--- src/rtl/block_transfer_seq.sv ---
// block_transfer_seq
//   Multi-register load/store sequencer (LDM/STM style). Walks a 16-bit
//   register list in ascending index order. Each selected register becomes
//   one word access on the data-memory port.
//     store : RF read port -> mem write
//     load  : mem read     -> RF write port
//   The core stalls while busy_o is high. done_o pulses for one cycle when
//   the sequence completes.
//
// Optional feature (macro BLOCK_TRANSFER_WB_EN):
//   Base-register writeback. It adds the writeback_i and base_reg_i ports.
//   After the last transfer the final address is written to base_reg_i.
//   The writeback is skipped when a load also targets base_reg_i.
//
// Ports:
//   clk, rst                   clock, synchronous active-high reset
//   start_i/is_load_i/reg_list_i/base_addr_i   command, sampled in IDLE
//   rf_read_addr_o/rf_read_data_i              RF read port (store data)
//   rf_write_addr_o/_data_o/_enable_o          RF write port
//   mem_req_o/we_o/addr_o/wdata_o, mem_rdata_i/mem_ack_i   data-memory port
//   busy_o, done_o                             status
module block_transfer_seq #(
  parameter int N      = 32,
  parameter int STRIDE = 4
) (
  input  logic         clk,
  input  logic         rst,
  input  logic         start_i,
  input  logic         is_load_i,
  input  logic [15:0]  reg_list_i,
  input  logic [N-1:0] base_addr_i,
  output logic [3:0]   rf_read_addr_o,
  input  logic [N-1:0] rf_read_data_i,
  output logic [3:0]   rf_write_addr_o,
  output logic [N-1:0] rf_write_data_o,
  output logic         rf_write_enable_o,
  output logic         mem_req_o,
  output logic         mem_we_o,
  output logic [N-1:0] mem_addr_o,
  output logic [N-1:0] mem_wdata_o,
  input  logic [N-1:0] mem_rdata_i,
  input  logic         mem_ack_i,
  output logic         busy_o,
`ifdef BLOCK_TRANSFER_WB_EN
  input  logic         writeback_i,
  input  logic [3:0]   base_reg_i,
`endif
  output logic         done_o
);

`ifdef BLOCK_TRANSFER_WB_EN
  typedef enum logic [1:0] {IDLE, XFER, WB, DONE} state_t;
`else
  typedef enum logic [1:0] {IDLE, XFER, DONE} state_t;
`endif

  state_t         state_q, state_d;
  logic [15:0]    mask_q, mask_d;
  logic [N-1:0]   addr_q, addr_d;
  logic           load_q, load_d;
`ifdef BLOCK_TRANSFER_WB_EN
  logic           wb_q, wb_d;
  logic [3:0]     breg_q, breg_d;
`endif

  logic [3:0]     cur;
  logic [15:0]    mask_next;

  // Lowest set bit of the remaining mask, giving ascending register order.
  always_comb begin
    cur = '0;
    for (int k = 15; k >= 0; k--) begin
      if (mask_q[k]) cur = 4'(k);
    end
  end

  // Clearing the lowest set bit is the same as clearing bit 'cur'.
  assign mask_next = mask_q & (mask_q - 16'd1);

  logic [3:0]   rf_raddr_c, rf_waddr_c;
  logic [N-1:0] rf_wdata_c, mem_addr_c, mem_wdata_c;
  logic         rf_we_c, mem_req_c, mem_we_c, busy_c, done_c;

  always_comb begin
    state_d     = state_q;
    mask_d      = mask_q;
    addr_d      = addr_q;
    load_d      = load_q;
`ifdef BLOCK_TRANSFER_WB_EN
    wb_d        = wb_q;
    breg_d      = breg_q;
`endif
    rf_raddr_c  = '0;
    rf_waddr_c  = '0;
    rf_wdata_c  = '0;
    rf_we_c     = 1'b0;
    mem_req_c   = 1'b0;
    mem_we_c    = 1'b0;
    mem_addr_c  = '0;
    mem_wdata_c = '0;
    busy_c      = 1'b0;
    done_c      = 1'b0;

    case (state_q)
      IDLE: begin
        if (start_i) begin
          mask_d = reg_list_i;
          addr_d = base_addr_i;
          load_d = is_load_i;
`ifdef BLOCK_TRANSFER_WB_EN
          // A load that also targets the base register keeps the loaded value.
          wb_d   = writeback_i & ~(is_load_i & reg_list_i[base_reg_i]);
          breg_d = base_reg_i;
          if (reg_list_i != 16'd0)
            state_d = XFER;
          else
            state_d = wb_d ? WB : DONE;
`else
          state_d = (reg_list_i != 16'd0) ? XFER : DONE;
`endif
        end
      end

      XFER: begin
        busy_c      = 1'b1;
        mem_req_c   = 1'b1;
        mem_we_c    = ~load_q;
        mem_addr_c  = addr_q;
        rf_raddr_c  = cur;
        mem_wdata_c = rf_read_data_i;
        if (mem_ack_i) begin
          if (load_q) begin
            rf_we_c    = 1'b1;
            rf_waddr_c = cur;
            rf_wdata_c = mem_rdata_i;
          end
          mask_d = mask_next;
          addr_d = addr_q + N'(STRIDE);
          if (mask_next == 16'd0) begin
`ifdef BLOCK_TRANSFER_WB_EN
            state_d = wb_q ? WB : DONE;
`else
            state_d = DONE;
`endif
          end
        end
      end

`ifdef BLOCK_TRANSFER_WB_EN
      WB: begin
        // addr_q has advanced once per transfer, so it holds the final address.
        busy_c     = 1'b1;
        rf_we_c    = 1'b1;
        rf_waddr_c = breg_q;
        rf_wdata_c = addr_q;
        state_d    = DONE;
      end
`endif

      DONE: begin
        done_c  = 1'b1;
        state_d = IDLE;
      end

      default: state_d = IDLE;
    endcase
  end

  // Outputs are forced low during reset so that a reset arriving on an
  // ack cycle cannot cause an RF write or a memory handshake.
  always_comb begin
    rf_read_addr_o    = rst ? '0   : rf_raddr_c;
    rf_write_addr_o   = rst ? '0   : rf_waddr_c;
    rf_write_data_o   = rst ? '0   : rf_wdata_c;
    rf_write_enable_o = rst ? 1'b0 : rf_we_c;
    mem_req_o         = rst ? 1'b0 : mem_req_c;
    mem_we_o          = rst ? 1'b0 : mem_we_c;
    mem_addr_o        = rst ? '0   : mem_addr_c;
    mem_wdata_o       = rst ? '0   : mem_wdata_c;
    busy_o            = rst ? 1'b0 : busy_c;
    done_o            = rst ? 1'b0 : done_c;
  end

  always_ff @(posedge clk) begin
    if (rst) begin
      state_q <= IDLE;
      mask_q  <= '0;
      addr_q  <= '0;
      load_q  <= 1'b0;
`ifdef BLOCK_TRANSFER_WB_EN
      wb_q    <= 1'b0;
      breg_q  <= '0;
`endif
    end else begin
      state_q <= state_d;
      mask_q  <= mask_d;
      addr_q  <= addr_d;
      load_q  <= load_d;
`ifdef BLOCK_TRANSFER_WB_EN
      wb_q    <= wb_d;
      breg_q  <= breg_d;
`endif
    end
  end

endmodule

--- config.mk ---
export PLATFORM = sky130hd
export DESIGN_NAME = block_transfer_seq
export DESIGN_NICKNAME = d
export VERILOG_FILES = /design/src/rtl/block_transfer_seq.sv
export SDC_FILE = /design/constraint.sdc
export NUM_CORES = 1
export LEC_CHECK = 0
export BUFFER_PORTS_ARGS = -buffer_cell sky130_fd_sc_hd__buf_2
export CORE_ASPECT_RATIO = 0.8
export CORE_MARGIN = 2
export CORE_UTILIZATION = 23
export DETAILED_ROUTE_END_ITERATION = 10
export PLACE_DENSITY = 0.51
export SLEW_MARGIN = 5
export SYNTH_ARGS = -nofsm -noshare
export SYNTH_HDL_FRONTEND = slang
export SYNTH_SLANG_ARGS = --single-unit
--- constraint.sdc ---
create_clock -name clk -period 6.6 [get_ports clk]
set_clock_uncertainty 0.05 [all_clocks]
set_input_delay 0.33 -clock clk [delete_from_list [all_inputs] [get_ports clk]]
set_output_delay 0.33 -clock clk [all_outputs]
set_load 0.01 [all_outputs]
==> out/metrics.cfg, run 1 <==
[place]
io_buffers = 225
finalWeightedCongestion = 0.849
place_area_mm2 = 0.00513
hpwlAfterDp_um = 11400
dp_slack_ps = 3940

[clock_network]
clockBufferDepth = 2
ctsHoldBuffers = 0
cts_resized = 0
post_cts_buffers = 0
clk_pin_slew_worst_paths_ps = 70
cts_root_buffer = clkbuf_16
clk_latency_ps = 290
cts_buffers = 5
clock-sinks = 51
h-tree-depth = 2
cts_tree = done

[detailed_routing]
vias = 4644
dr.pass1.iters = 5
antenna_left = 0
drt_wl_total_um = 15300
post_drt_via_cell_ratio = 4.83
detail_route.iter0.violations = 315
drt-wirelength-per-cell_um = 15.9
drc = 0

[worst_setup_path]
max_stage_delay_ps = 720
cp.arrival_ps = 2480
critPathCaptureType = primary output
reg2regPathDepth = 5
worstSetupPathType = flop to primary output
cp_common_cell = nor2b_1
crit_fanout = 67
slowest_stage = dfxtp_1
cp.required_ps = 6220
critical_path.cell_chain = nor2b_1, nand2b_1, inv_1, buf_4, and3_1, nor2b_1, buf_2
start_kind = flop

[floorplan]
initial_core_util_pct = 23.4
die_y_um = 120
io_pins = 226
fp.dieArea_mm2 = 0.0179
dieWidth_um = 149
core_area_mm2 = 0.0165
fp-row-count = 42

[layout]
final_nets = 857
syn_to_final_growth_pct = 36.7
final_cell_area_mm2 = 0.00529
layout_commonest_cell = buf_2
ff_latch_area_mm2 = 0.00102
mostFrequentLayoutCells = buf_2 (225), and2_1 (98), dfxtp_1 (51)
layout-drive-gt1-share_pct = 34.1
postLayoutCoreUtil_pct = 32.1
multiInputGateArea_mm2 = 0.00263
fillers = 1828

[timing]
tightestPinTransition_ps = 939
post-route-min-period_ps = 2860
fmax_mhz = 349
final_max_slew_viol_count = 0
final.period_utilization_pct = 43.4
finalHoldViolCount = 0
fin_tns_setup_ps = 0
relSlewSlack_pct = 37.4
setup_slack_ps = 3740
setup_violations = 0
rsz0062_at_grt = no

[grt]
antenna_found_initial = 0
grt_overflow_total = 0
track_usage_pct = 16.1
grt_pass1_wl_um = 22900
grt_max_degree = 68
grt_pass1_vias = 4121

[logic_synthesis]
syn_avg_cell_area_um2 = 7.02
synth_edf_count = 0
synth_top_area_share_pct = 26.4
ys_ff_latch = 51
ys_warn_count = 0
netlist_top_cells_area = dfxtp_1 (26%), and2_1 (16%), a21oi_1 (5.8%)
synthDistinctLibCells = 57
syn-num-nets = 669
synth_top_cell_by_area = dfxtp_1
synthFlopType = dfxtp_1
async_flop_share_pct = 0
syn_inst = 551
synthesis.area_mm2 = 0.00387
seq_area_frac_synth_pct = 26.4

[pwr]
power.density_mw_per_mm2 = 215
peakVddDrop_mv = 0.123
p_leak_nw = 2.45

[worst_hold_path]
hold_depth = 3
worstHoldPathType = primary input to flop

[status]
outcome = finished clean

[job]
max_cap_violations = 0

cell families after synthesis:
family / share of synthesized area (%)
AOI/OAI and AO/OA: 24.8
DFF: 26.4
adders and majority gates: 1.10
and+or+nand+nor: 40.8
muxes: 0.776
buffers and inverters: 6.08
state kept, by name (all words and copies together) (netlist names):
register,count
mask_q,16
addr_q,32
load_q,1
state_q,2
layout make-up:
cell class              count  share of cell area [%]
diodes                      1                  0.0473
flip-flops and latches     51                    19.3
repair buffers            232                    22.3
well taps                 220                    5.20
inverters                   8                   0.568
clock buffers               8                    2.96
multi-input cells         441                    49.6
worst max-delay path, delay by kind of cell, from the launching register on:
kind                   cells  cell delay, ps
DFF                        1             720
and+or+nand+nor            4             800
buffers and inverters      3             630
path summary, 6_finish.rpt:
check | endpoint | startpoint | slack [ps]
hold / removal | addr_q[1] | base_addr_i[1] | 220
setup reg to reg | addr_q[27] | state_q[0] | 4020
setup / recovery | rf_write_addr_o[2] | state_q[0] | 3740
hold reg to reg | addr_q[0] | addr_q[0] | 410
stage by stage:
| stage | power, mW | std cells | hold slack, ps |
|---|---|---|---|
| 3_5_place_dp | 0.866 | 952 | 401 |
| 5_1_grt | 1.23 | 960 | 224 |
| 4_1_cts | 1.15 | 960 | 215 |
| 6_report | 1.14 | 961 | 217 |
| 2_1_floorplan | 0.710 | 551 | 382 |
| 3_3_place_gp | 0.865 | 952 | 399 |
layer usage:
layer	GRT usage, %	up-vias	wire [µm]
met5	0	-	0
met4	2.68	0	109
met3	4.26	9	1250
met2	22.4	171	6340
met1	24.7	2104	7600
li1	-	2360	-
synth_stat cells, types with 3 or more instances:
library cell	n
o21ai_0	27
buf_1	3
a311oi_1	6
o21bai_1	4
or3_1	5
nand2_1	47
mux2i_1	3
dfxtp_1	51
and3_1	6
o221ai_1	6
nand4_1	9
and2_1	98
nor2_1	50
or4_1	7
nor4_1	17
o31ai_1	3
nor3_1	16
a211oi_1	17
maj3_1	3
o31a_1	5
o32ai_1	6
nand3_1	10
clkbuf_1	44
a21oi_1	45
inv_1	8
nor3b_1	3
a22oi_1	4
nor2b_1	7
and4_1	5
power breakdown:
part           switching [mW]  internal [mW]  leakage [nW]
clock network           0.120          0.162        0.0772
logic                   0.245          0.175          1.95
registers              0.0809          0.358         0.421
total                   0.445          0.695          2.45
No activity file was read; power rests on OpenSTA's default activity.
==> run 2: changes to the inputs <==
Settings changed: ABC_AREA from default to 1, PLACE_DENSITY 0.51 to 0.5.
Clock period 6.6 ns to 3 ns, I/O delays scaled along.
==> out/metrics.cfg, run 2 <==
[layout]
layout-drive-gt1-share_pct = 28.7  ; was 34.1%
ff_latch_area_mm2 = 0.00102  ; unchanged
fillers = 2012  ; was 1828
largest-register = addr_q  ; unchanged
largest_reg_flops = 32  ; unchanged
final_nets = 1053  ; was 857
postLayoutCoreUtil_pct = 32.1  ; about the same
fin_cells = 1161  ; was 961
mostFrequentLayoutCells = buf_2 (225), nand2_1 (162), nor2_1 (156)  ; was buf_2 (225), and2_1 (98), dfxtp_1 (51)
syn_to_final_growth_pct = 35.3  ; was 36.7%
multiInputGateArea_mm2 = 0.00258  ; was 0.00263 mm²
largestRegisters = addr_q (32), mask_q (16), state_q (2)  ; unchanged
antenna-diode-count = 0  ; was 1
layout_commonest_cell = buf_2  ; unchanged

[timing]
relSlewSlack_pct = 48.6  ; was 37.4%
post-route-min-period_ps = 2400
tightestPinTransition_ps = 771  ; was 939 ps
fin_tns_setup_ps = 0  ; unchanged
rsz0062_at_grt = no  ; unchanged
final.period_utilization_pct = 80.0
setup_slack_ps = 600  ; was 3740 ps
fmax_mhz = 417
final_max_slew_viol_count = 0  ; unchanged
setup_violations = 0  ; unchanged
finalHoldViolCount = 0  ; unchanged

[floorplan]
die_y_um = 124  ; was 120 µm
fp-row-count = 43  ; was 42
io_pins = 226  ; unchanged
core_area_mm2 = 0.0175  ; was 0.0165 mm²
dieWidth_um = 154  ; was 149 µm
fp.dieArea_mm2 = 0.0191  ; was 0.0179 mm²
initial_core_util_pct = 23.7  ; was 23.4%

[detailed_routing]
dr.pass1.iters = 5  ; unchanged
post_drt_via_cell_ratio = 4.46  ; was 4.83
antenna_left = 0  ; unchanged
drc = 0  ; unchanged
drt_wl_total_um = 16400  ; was 15300 µm
vias = 5176  ; was 4644
detail_route.iter0.violations = 387  ; was 315
drt-wirelength-per-cell_um = 14.1  ; was 15.9 µm

[worst_setup_path]
critPathCaptureType = primary output  ; unchanged
max_stage_delay_ps = 470  ; was 720 ps
critical_path.cell_chain = nor2_4, inv_2, nor2_1, inv_2, nor2_1, inv_2, nor2_1, buf_2  ; was nor2b_1, nand2b_1, inv_1, buf_4, and3_1, nor2b_1, buf_2
cp.required_ps = 2800  ; was 6220 ps
r2r_end = addr_q[7]  ; was addr_q[27]
slowest_stage = inv_2  ; was dfxtp_1
reg2reg_slack_ps = 640  ; was 4020 ps
start_kind = flop  ; unchanged
cp.arrival_ps = 2200  ; was 2480 ps
reg2regPathDepth = 10  ; was 5
crit_fanout = 34  ; was 67
worstSetupPathType = flop to primary output  ; unchanged
r2r-start = state_q[0]  ; unchanged

[logic_synthesis]
ys_ff_latch = 51  ; unchanged
ys_warn_count = 0  ; unchanged
synth_top_cell_by_area = dfxtp_1  ; unchanged
synth.top_cells.by_count = nand2_1 (162), nor2_1 (156), inv_1 (98)  ; was and2_1 (98), dfxtp_1 (51), nor2_1 (50)
syn_avg_cell_area_um2 = 5.63  ; was 7.02 µm²
yosysMostFrequentCell = nand2_1  ; was and2_1
synthDistinctLibCells = 41  ; was 57
synth_edf_count = 0  ; unchanged
netlist_top_cells_area = dfxtp_1 (25%), nand2_1 (15%), nor2_1 (14%)  ; was dfxtp_1 (26%), and2_1 (16%), a21oi_1 (5.8%)
syn-num-nets = 854  ; was 669
syn_inst = 736  ; was 551
synthFlopType = dfxtp_1  ; unchanged
seq_area_frac_synth_pct = 24.6  ; was 26.4%
async_flop_share_pct = 0  ; unchanged
synthesis.area_mm2 = 0.00415  ; was 0.00387 mm²
synth_top_area_share_pct = 24.6  ; was 26.4%

[grt]
track_usage_pct = 16.3  ; was 16.1%
grt_pass1_wl_um = 25200  ; was 22900 µm
grt_pass1_vias = 4702  ; was 4121
grt_max_degree = 75  ; was 68
grt_overflow_total = 0  ; unchanged
antenna_found_initial = 0  ; unchanged

[worst_hold_path]
hold_end = addr_q[1]  ; unchanged
worstHoldPathType = primary input to flop  ; unchanged
hold_depth = 3  ; unchanged
min_from = base_addr_i[1]  ; unchanged

[clock_network]
clock-sinks = 51  ; unchanged
clockBufferDepth = 2  ; unchanged
cts_buffers = 5  ; unchanged
post_cts_buffers = 0  ; unchanged
clk_pin_slew_worst_paths_ps = 70  ; about the same
h-tree-depth = 2  ; unchanged
ctsHoldBuffers = 0  ; unchanged
cts_resized = 0  ; unchanged
cts_tree = done  ; unchanged
cts_root_buffer = clkbuf_16  ; unchanged
clk_latency_ps = 300  ; was 290 ps

[pwr]
power_mw = 4.30  ; was 1.14 mW
peakVddDrop_mv = 0.444  ; was 0.123 mV
power.density_mw_per_mm2 = 768  ; was 215 mW/mm²
p_leak_nw = 2.94  ; was 2.45 nW

[place]
dp_slack_ps = 660  ; was 3940 ps
hpwlAfterDp_um = 12600  ; was 11400 µm
io_buffers = 225  ; unchanged
dp.cells = 1153  ; was 952
finalWeightedCongestion = 0.847  ; was 0.849

[job]
max_cap_violations = 0  ; unchanged

[status]
outcome = finished clean  ; unchanged

run 2: where the power goes:
part	switching, mW	leakage [nW]	internal (mW)
Combinational	1.55	2.43	0.770
Sequential	0.345	0.423	0.967
Clock	0.282	0.0838	0.395
run 2: cell type report:
| cell class | count | area share (%) |
|---|---|---|
| sequential | 51 | 18.2 |
| multi-input combinational | 543 | 46.0 |
| clock inverter | 3 | 0.781 |
| inverter | 103 | 6.90 |
| tap | 225 | 5.02 |
| timing repair buffer | 231 | 20.9 |
| clock buffer | 5 | 2.23 |
run 2: per-stage QoR:
stage | hold slack, ps | instance area [µm²]
final | 55.8 | 5610
after global routing | 95.6 | 5610
after CTS | 50.5 | 5610
after detailed placement | 362 | 5440
after global placement | 365 | 5440
after floorplan | 247 | 4150
run 2: cells by family (layout without fill, tap and decap cells):
group | count (synthesis) | after routing | synth area share (%)
adders and majority gates | 1 | 1 | 0.302
AOI/OAI and AO/OA | 138 | 138 | 18.7
and+or+nand+nor | 400 | 400 | 42.2
buffers and inverters | 142 | 342 | 13.3
DFF | 51 | 51 | 24.6
xor gates and xnor gates | 4 | 4 | 0.845
run 2: worst max path at each step:
stage / from / endpoint / slack [ps] / depth (start not counted)
after global placement: state_q[0] / addr_q[7] / 700 / 10
after global routing: state_q[0] / addr_q[7] / 370 / 10
final: state_q[1] / rf_write_data_o[6] / 600 / 8
after detailed placement: state_q[0] / addr_q[7] / 660 / 10
after CTS: state_q[1] / rf_write_addr_o[1] / 570 / 8
after floorplan: state_q[0] / rf_write_data_o[10] / 1170 / 9
run 2: critical path: cells and delay by family, from the launching register on:
family | cells | cell delay, ps
buffers and inverters | 4 | 1090
flip-flops | 1 | 450
AND/OR/NAND/NOR | 4 | 350
run 2: metal layers:
metal	GRT usage, %	share of wire, %	vias up
li1	-	-	2739
met5	0	0	-
met4	2.98	0.88	0
met3	1.74	4.1	11
met2	24.8	43	122
met1	25.0	52	2304
